`src/rtl/cpu_controller_pkg.sv`:
```
// Shared types for the accumulator CPU sequencer: opcodes, FSM state encodings and the ALU-op helper.
package cpu_controller_pkg;

  typedef enum logic [2:0] {
    HLT = 3'd0,
    SKZ = 3'd1,
    ADD = 3'd2,
    AND = 3'd3,
    XOR = 3'd4,
    LDA = 3'd5,
    STO = 3'd6,
    JMP = 3'd7
  } opcode_t;

  typedef enum logic [3:0] {
    INST_ADDR  = 4'd0,
    INST_FETCH = 4'd1,
    INST_LOAD  = 4'd2,
    IDLE       = 4'd3,
    OP_ADDR    = 4'd4,
    OP_FETCH   = 4'd5,
    ALU_OP     = 4'd6,
    STORE      = 4'd7,
    HALTED     = 4'd8,
    PAUSE      = 4'd9
  } ctrl_state_t;

  // Opcodes that read an operand from memory and load the accumulator.
  function automatic logic is_aluop(opcode_t op);
    return (op == ADD) || (op == AND) || (op == XOR) || (op == LDA);
  endfunction

endpackage

```
`src/rtl/cpu_controller_ctrl_decode.sv`:
```
// Combinational strobe decode for the sequencer: registered state plus opcode and zero flag in, strobes out.
module ctrl_decode
  import cpu_controller_pkg::*;
(
  input  ctrl_state_t state,
  input  opcode_t     opcode,
  input  logic        zero,
  output logic        sel,
  output logic        rd,
  output logic        ld_ir,
  output logic        inc_pc,
  output logic        ld_pc,
  output logic        ld_ac,
  output logic        wr,
  output logic        data_e,
  output logic        halt
);

  logic alu_op;

  always_comb begin
    alu_op = is_aluop(opcode);
    sel    = 1'b0;
    rd     = 1'b0;
    ld_ir  = 1'b0;
    inc_pc = 1'b0;
    ld_pc  = 1'b0;
    ld_ac  = 1'b0;
    wr     = 1'b0;
    data_e = 1'b0;
    halt   = 1'b0;
    unique case (state)
      INST_ADDR:  sel = 1'b1;
      INST_FETCH: begin sel = 1'b1; rd = 1'b1; end
      INST_LOAD,
      IDLE:       begin sel = 1'b1; rd = 1'b1; ld_ir = 1'b1; end
      OP_ADDR: begin
        inc_pc = (opcode != HLT);
        halt   = (opcode == HLT);
      end
      OP_FETCH:   rd = alu_op;
      ALU_OP: begin
        rd     = alu_op;
        inc_pc = (opcode == SKZ) && zero;
        ld_pc  = (opcode == JMP);
        data_e = (opcode == STO);
      end
      STORE: begin
        rd     = alu_op;
        inc_pc = (opcode == JMP);
        ld_pc  = (opcode == JMP);
        ld_ac  = alu_op;
        data_e = (opcode == STO);
        wr     = (opcode == STO);
      end
      HALTED:     halt = 1'b1;
      PAUSE:      sel = 1'b1;
      default:    sel = 1'b0;
    endcase
  end

endmodule

```
`src/rtl/cpu_controller.sv`:
```
// Fetch/execute sequencer for the 8-bit accumulator CPU with memory wait states and timeout halt.
// Optional CTRL_SINGLE_STEP_EN adds step_mode/step inputs and a PAUSE state after STORE.
module cpu_controller
  import cpu_controller_pkg::*;
#(
  parameter int MAX_WAIT = 15
) (
  input  logic       clk,
  input  logic       rst,
`ifdef CTRL_SINGLE_STEP_EN
  input  logic       step_mode,
  input  logic       step,
`endif
  input  opcode_t    opcode,
  input  logic       zero,
  input  logic       mem_ready,
  output logic       sel,
  output logic       rd,
  output logic       ld_ir,
  output logic       inc_pc,
  output logic       ld_pc,
  output logic       ld_ac,
  output logic       wr,
  output logic       data_e,
  output logic       halt,
  output logic       err,
  output logic [3:0] phase
);

  localparam int WAIT_CNT_W = $clog2(MAX_WAIT + 1);
  localparam logic [WAIT_CNT_W-1:0] WAIT_LAST = WAIT_CNT_W'(MAX_WAIT);

  ctrl_state_t           state_q, state_d;
  logic [WAIT_CNT_W-1:0] wait_q, wait_d;
  logic                  err_q, err_d;
  logic                  stall_state;

  always_comb begin
    state_d     = state_q;
    wait_d      = '0;
    err_d       = err_q;
    stall_state = (state_q == INST_FETCH) || ((state_q == OP_FETCH) && is_aluop(opcode));
    if (stall_state && !mem_ready) begin
      // The counter value equals the stall cycles already spent; one more miss at the limit times out.
      if (wait_q == WAIT_LAST) begin
        state_d = HALTED;
        err_d   = 1'b1;
      end else begin
        wait_d = wait_q + 1'b1;
      end
    end else begin
      unique case (state_q)
        INST_ADDR:  state_d = INST_FETCH;
        INST_FETCH: state_d = INST_LOAD;
        INST_LOAD:  state_d = IDLE;
        IDLE:       state_d = OP_ADDR;
        OP_ADDR:    state_d = (opcode == HLT) ? HALTED : OP_FETCH;
        OP_FETCH:   state_d = ALU_OP;
        ALU_OP:     state_d = STORE;
`ifdef CTRL_SINGLE_STEP_EN
        STORE:      state_d = step_mode ? PAUSE : INST_ADDR;
        PAUSE:      state_d = step ? INST_ADDR : PAUSE;
`else
        STORE:      state_d = INST_ADDR;
        PAUSE:      state_d = INST_ADDR;
`endif
        HALTED:     state_d = HALTED;
        default:    state_d = INST_ADDR;
      endcase
    end
  end

  always_ff @(posedge clk or posedge rst) begin
    if (rst) begin
      state_q <= INST_ADDR;
      wait_q  <= '0;
      err_q   <= 1'b0;
    end else begin
      state_q <= state_d;
      wait_q  <= wait_d;
      err_q   <= err_d;
    end
  end

  ctrl_decode u_decode (
    .state  (state_q),
    .opcode (opcode),
    .zero   (zero),
    .sel    (sel),
    .rd     (rd),
    .ld_ir  (ld_ir),
    .inc_pc (inc_pc),
    .ld_pc  (ld_pc),
    .ld_ac  (ld_ac),
    .wr     (wr),
    .data_e (data_e),
    .halt   (halt)
  );

  assign err   = err_q;
  assign phase = state_q;

endmodule
```
`config.mk`:
```
export PLATFORM = sky130hd
export DESIGN_NAME = cpu_controller
export DESIGN_NICKNAME = d
export VERILOG_FILES = /design/src/rtl/cpu_controller_pkg.sv /design/src/rtl/cpu_controller_ctrl_decode.sv /design/src/rtl/cpu_controller.sv
export SDC_FILE = /design/constraint.sdc
export NUM_CORES = 1
export LEC_CHECK = 0
export BUFFER_PORTS_ARGS = -buffer_cell sky130_fd_sc_hd__buf_2
export CAP_MARGIN = 15
export CORE_UTILIZATION = 48
export DETAILED_ROUTE_END_ITERATION = 8
export PLACE_DENSITY_LB_ADDON = 0.08
export SETUP_SLACK_MARGIN = 0.2
export SYNTH_ARGS = -nofsm -noshare
export SYNTH_HDL_FRONTEND = slang
export SYNTH_SLANG_ARGS = --single-unit
```
`constraint.sdc`:
```
create_clock -name clk -period 1.7 [get_ports clk]
set_input_delay 0.255 -clock clk [delete_from_list [all_inputs] [get_ports clk]]
set_output_delay 0.255 -clock clk [all_outputs]
set_load 0.01 [all_outputs]
```
* After elaboration in Yosys (flattened, before gate mapping)
Index checks and enable logic that the tools add are counted.
W data, S select, Z words.
** Operators by class
- Reduce and logical (&&, ||, !) cells :: 17
- Multiplexer cells :: 15
- Equality and inequality tests :: 18
- $add $sub $neg :: 1
** Operators by type and width (number)
- $pmux W4 S8 :: 1
- $mux W4 :: 5
- $eq A4 B3 Y1 const B :: 4
- $eq A3 B3 Y1 const B :: 4
- $eq A4 B4 Y1 const B :: 3
- $eq A4 B2 Y1 const B :: 2
- $eq A3 B2 Y1 const B :: 2
- $mux W1 :: 6
- $reduce_or A3 Y1 :: 2
- $reduce_or A5 Y1 :: 1
- $add A4 B1 Y4 const B :: 1
- $eq A4 B1 Y1 const B :: 1
- $logic_not A4 Y1 :: 1
- $logic_or A1 B1 Y1 :: 4
- $pmux W1 S2 :: 2
- $reduce_or A2 Y1 :: 2
- $eq A3 B1 Y1 const B :: 1
- $logic_and A1 B1 Y1 :: 3
- $logic_not A3 Y1 :: 1
- $pmux W1 S3 :: 1
- $reduce_bool A3 Y1 :: 1
- $ne A2 B1 Y1 const B :: 1
- $reduce_and A2 Y1 :: 1
- $logic_not A1 Y1 :: 1
** Storage, ports and cells
- Output and inout port bits :: 14
- Bits in registers :: 9
- Logic and storage cells :: 54

* Logic depth before layout (Yosys ltp)
- Word-level depth :: 8
- Depth in mapped cells :: 4

* Hierarchy
Synthesis repeated with hierarchy kept, for this count alone.
** Unflattened totals
- Cell total of the unflattened synthesis :: 62
- Area, all modules :: 630.6 µm²
** By module, submodules not included
- cpu_controller :: cells each 40, area each 483.0 µm², instances 1
- ctrl_decode :: cells each 22, area each 147.6 µm², instances 1

* Least setup slack after synthesis
No wires, ideal clock.
- Path kind :: reg2out
- From :: reg state_q[3], in the netlist phase[3]
- To :: out wr
- Data required time :: 1445 ps
- Cell stages (with the launch flop) :: 5
- Data arrival time :: 1275 ps
- Buffers on the path :: 1
- Setup slack :: 170 ps
- Path through :: dfrtp_1 -> buf_6 -> nand2b_1 -> nor3_1 -> and2_1
** Between the ends
- Longest elaborated chain between the ends :: 2
** RTL lines
- from (decl) :: line cpu_controller.sv:33 : ctrl_state_t state_q, state_d;
- from (signal assigned) :: line cpu_controller.sv:79 : state_q <= state_d;
- $eq A4 B3 Y1 :: line cpu_controller_ctrl_decode.sv:32 : unique case (state)
- $mux W1 :: line cpu_controller_ctrl_decode.sv:32
- to (decl) :: line cpu_controller.sv:23 : output logic wr,
No other way between the ends.

* Worst setup path after layout
- From :: reg state_q[3], in the netlist phase[3]
- To :: out halt
** Between the ends
- Longest elaborated chain between the ends :: 2
- Elaborated cells between the ends (all ways) :: 3
- Those cells by class :: eq/ne (2); mux (1)
** RTL lines
- $eq A4 B4 Y1 / $eq A4 B3 Y1 (equally long branches) :: line cpu_controller_ctrl_decode.sv:32
- $pmux W1 S2 (*) :: line cpu_controller_ctrl_decode.sv:32
- to (decl) :: line cpu_controller.sv:25 : output logic halt,
Every way passes the cells marked *; elsewhere a longest branch is shown, timed or not.

==> impl_metrics.py <==
metrics = {
    "outcome": {
        "status": "finished clean",
    },
    "place": {
        "numPortBuffers": 20,
        "post-place-ws_ns": 0.256,
        "globalplace.congestion": 0.849,
        "post-dp-hpwl_microns": 965,
    },
    "timing": {
        "period_share_pct": 93.0,
        "rsz0062_at_grt": "yes",
        "min_period_ns": 1.58,
        "setup_viol": 0,
        "clock.fmax_mhz": 632,
        "hold_viol": 0,
        "skew_ns": 0.00106,
        "tns_ns": 0,
        "worst_slew_pin_slew_ns": 0.415,
        "drv_slew": 0,
        "finalWorstSetupSlack_ns": 0.119,
        "slew_headroom_pct": 72.2,
    },
    "yosys": {
        "synth-seq-cells": 9,
        "ys_warn_count": 0,
        "synth_top_flop_cell": "dfrtp_1",
        "ys_types": 34,
        "synthAdderAreaFrac_pct": 1.95,
        "synth.area.mux_share_pct": 1.56,
        "synth_xor_area_share_pct": 6.63,
        "synth_nets": 75,
        "synthSimpleGateAreaFrac_pct": 30.0,
        "postSynthCellCount": 67,
        "synthesis.area_sq_um": 642,
        "synthArstFlopShare_pct": 100,
        "synth_edf_count": 0,
        "synth_compound_area_share_pct": 18.1,
        "synth_top_family_by_area": "simple AND/OR/NAND/NOR gates",
        "ys_seq_area_share_pct": 35.1,
        "syn_area_per_cell_sq_um": 9.58,
    },
    "layout": {
        "syn_to_final_growth_pct": 45.2,
        "fin_nets": 109,
        "antenna_cells": 0,
        "drive_gt1_share_pct": 53.0,
    },
    "route": {
        "drtIter0Drc": 25,
        "wl_per_cell_microns": 14.2,
        "drc_errors": 0,
        "ant_nets": 0,
        "dr.pass1.iters": 4,
        "wl_microns": 1620,
        "via_per_inst": 5.49,
        "num_vias": 626,
    },
    "global_route": {
        "grt_max_degree": 10,
        "grt_pass1_vias": 519,
        "grt_antenna_before_repair": 0,
        "grt-ovfl-total": 0,
        "grt_pass1_wl_microns": 2320,
        "gr-usage-all-layers_pct": 22.5,
    },
    "setup_path": {
        "crit_required_ns": 1.44,
        "crit_fanout": 7,
        "cp-start-kind": "register",
        "crit_arrival_ns": 1.33,
        "path_class": "reg -> out",
        "worst_setup_path_end_kind": "output port",
    },
    "floorplanning": {
        "die-area_sq_um": 1490,
        "pin_count": 21,
        "die_x_microns": 38.6,
        "die_h_microns": 38.6,
        "fp.coreArea_sq_um": 1170,
        "initial_core_util_pct": 54.8,
        "row_count": 12,
    },
    "pwr": {
        "power.leakage_nw": 0.462,
        "power.density_nw_per_um2": 1420,
        "ir_worst_vdd_mv": 1.13,
    },
    "flow_run": {
        "maxCapViolCount": 0,
    },
    "cts": {
        "clkSlewWorstSetupHoldPaths_ns": 0.06,
        "clk_latency_ns": 0.26,
        "h-tree-depth": 1,
        "clk_root_buffer_cell": "clkbuf_4",
        "clockBufferDepth": 2,
        "cts_tree": "done",
        "cts_made_buffers": 3,
        "cts_sinks": 9,
    },
    "hold_path": {
        "min_path_type": "in -> reg",
    },
}
flip-flops by register name, summed over array words and instances, names as in the netlist:
name    cells
wait_q      4
err         1
phase       4
synthesized netlist by cell type, types with 2 or more instances:
| master | number | share of area, % |
|---|---|---|
| a21o_1 | 2 | 2.3 |
| a21oi_1 | 4 | 3.1 |
| and2_1 | 3 | 2.9 |
| buf_4 | 2 | 2.3 |
| dfrtp_1 | 9 | 35 |
| inv_1 | 3 | 1.8 |
| nand2_1 | 3 | 1.8 |
| nand2b_1 | 4 | 3.9 |
| nand4b_1 | 2 | 2.7 |
| nor2_1 | 4 | 2.3 |
| nor3_1 | 5 | 3.9 |
| o21ai_0 | 2 | 1.6 |
| o41ai_1 | 2 | 2.7 |
| xnor2_1 | 2 | 2.7 |
worst max-delay path, stage by stage (launching register included):
cell     delay [ns]
dfrtp_2        0.45
nor4b_2        0.17
a31oi_1        0.22
inv_1          0.08
buf_2          0.14
per-stage QoR:
stage / cells / instance area [sq um] / util, % / hold WS, ns / power, W
detailed placement: 97 / 733 / 62.6 / 0.232 / 0.000867
finish: 114 / 932 / 79.6 / 0.363 / 0.00132
global route: 114 / 932 / 79.6 / 0.360 / 0.00141
floorplan: 67 / 647 / - / 0.0829 / 0.000752
global placement: 97 / 733 / 62.6 / 0.225 / 0.000867
CTS: 111 / 856 / 73.1 / 0.326 / 0.00121
placed cells by master (no fill, tap or decap), types with 2 or more instances in the layout:
cell / instances
buf_2: 20
buf_4: 8
dfrtp_1: 5
nor3_1: 4
dfrtp_2: 4
buf_6: 4
and2_1: 3
nand2_1: 3
nand2b_1: 3
a21oi_1: 3
inv_1: 3
clkbuf_4: 3
nor2_2: 2
nand4b_1: 2
a21o_1: 2
nor2_1: 2
xnor2_1: 2
worst paths after layout:
| check | startpoint | to | slack [ns] | cells past startpoint |
|---|---|---|---|---|
| min in group asynchronous | rst | wait_q[2]$_DFF_PP0_ | 0.49 | 3 |
| worst min-delay path | opcode[1] | phase[0]$_DFFE_PP0P_ | 0.36 | 3 |
| worst max register to register | phase[3]$_DFFE_PP0P_ | phase[3]$_DFFE_PP0P_ | 0.14 | 5 |
| worst max-delay path | phase[3]$_DFFE_PP0P_ | halt | 0.12 | 4 |
| max in group asynchronous | rst | phase[3]$_DFFE_PP0P_ | 0.94 | 3 |
| worst min register to register | err$_DFFE_PP0P_ | err$_DFFE_PP0P_ | 0.46 | 1 |
cell families after synthesis:
logic type | Yosys count
and+or+nand+nor | 29
xor gates and xnor gates | 4
buffers and inverters | 7
AOI/OAI and AO/OA | 16
DFF | 9
adders and majority gates | 1
muxes | 1
report_power, final:
group          internal (W)  total [W]  switching, W
clock network     0.0000901   0.000159     0.0000688
registers          0.000271   0.000367     0.0000963
logic              0.000412   0.000798      0.000387
timing repair:
action	CTS	global route
gates cloned	0	0
endpoints found under the setup margin	8	16
hold endpoints to repair	9	0
resized for setup	8	12
buffers inserted	9	3
hold buffers	1	0
pin swaps	1	6
layer usage:
metal	vias up	global-route usage (%)	wire [microns]
met2	22	33.8	736
li1	307	-	-
met4	0	2.59	0
met3	0	6.94	96
met5	-	0	0
met1	297	32.4	783
layout make-up:
| class | count | area, sq um |
|---|---|---|
| tap | 14 | 17.5 |
| multi-input combinational | 51 | 432 |
| timing repair buffer | 33 | 215 |
| clock buffer | 4 | 26.3 |
| fill | 76 | 239 |
| inverter | 3 | 11.3 |
| sequential | 9 | 230 |
(Power assumes the default switching activity.)
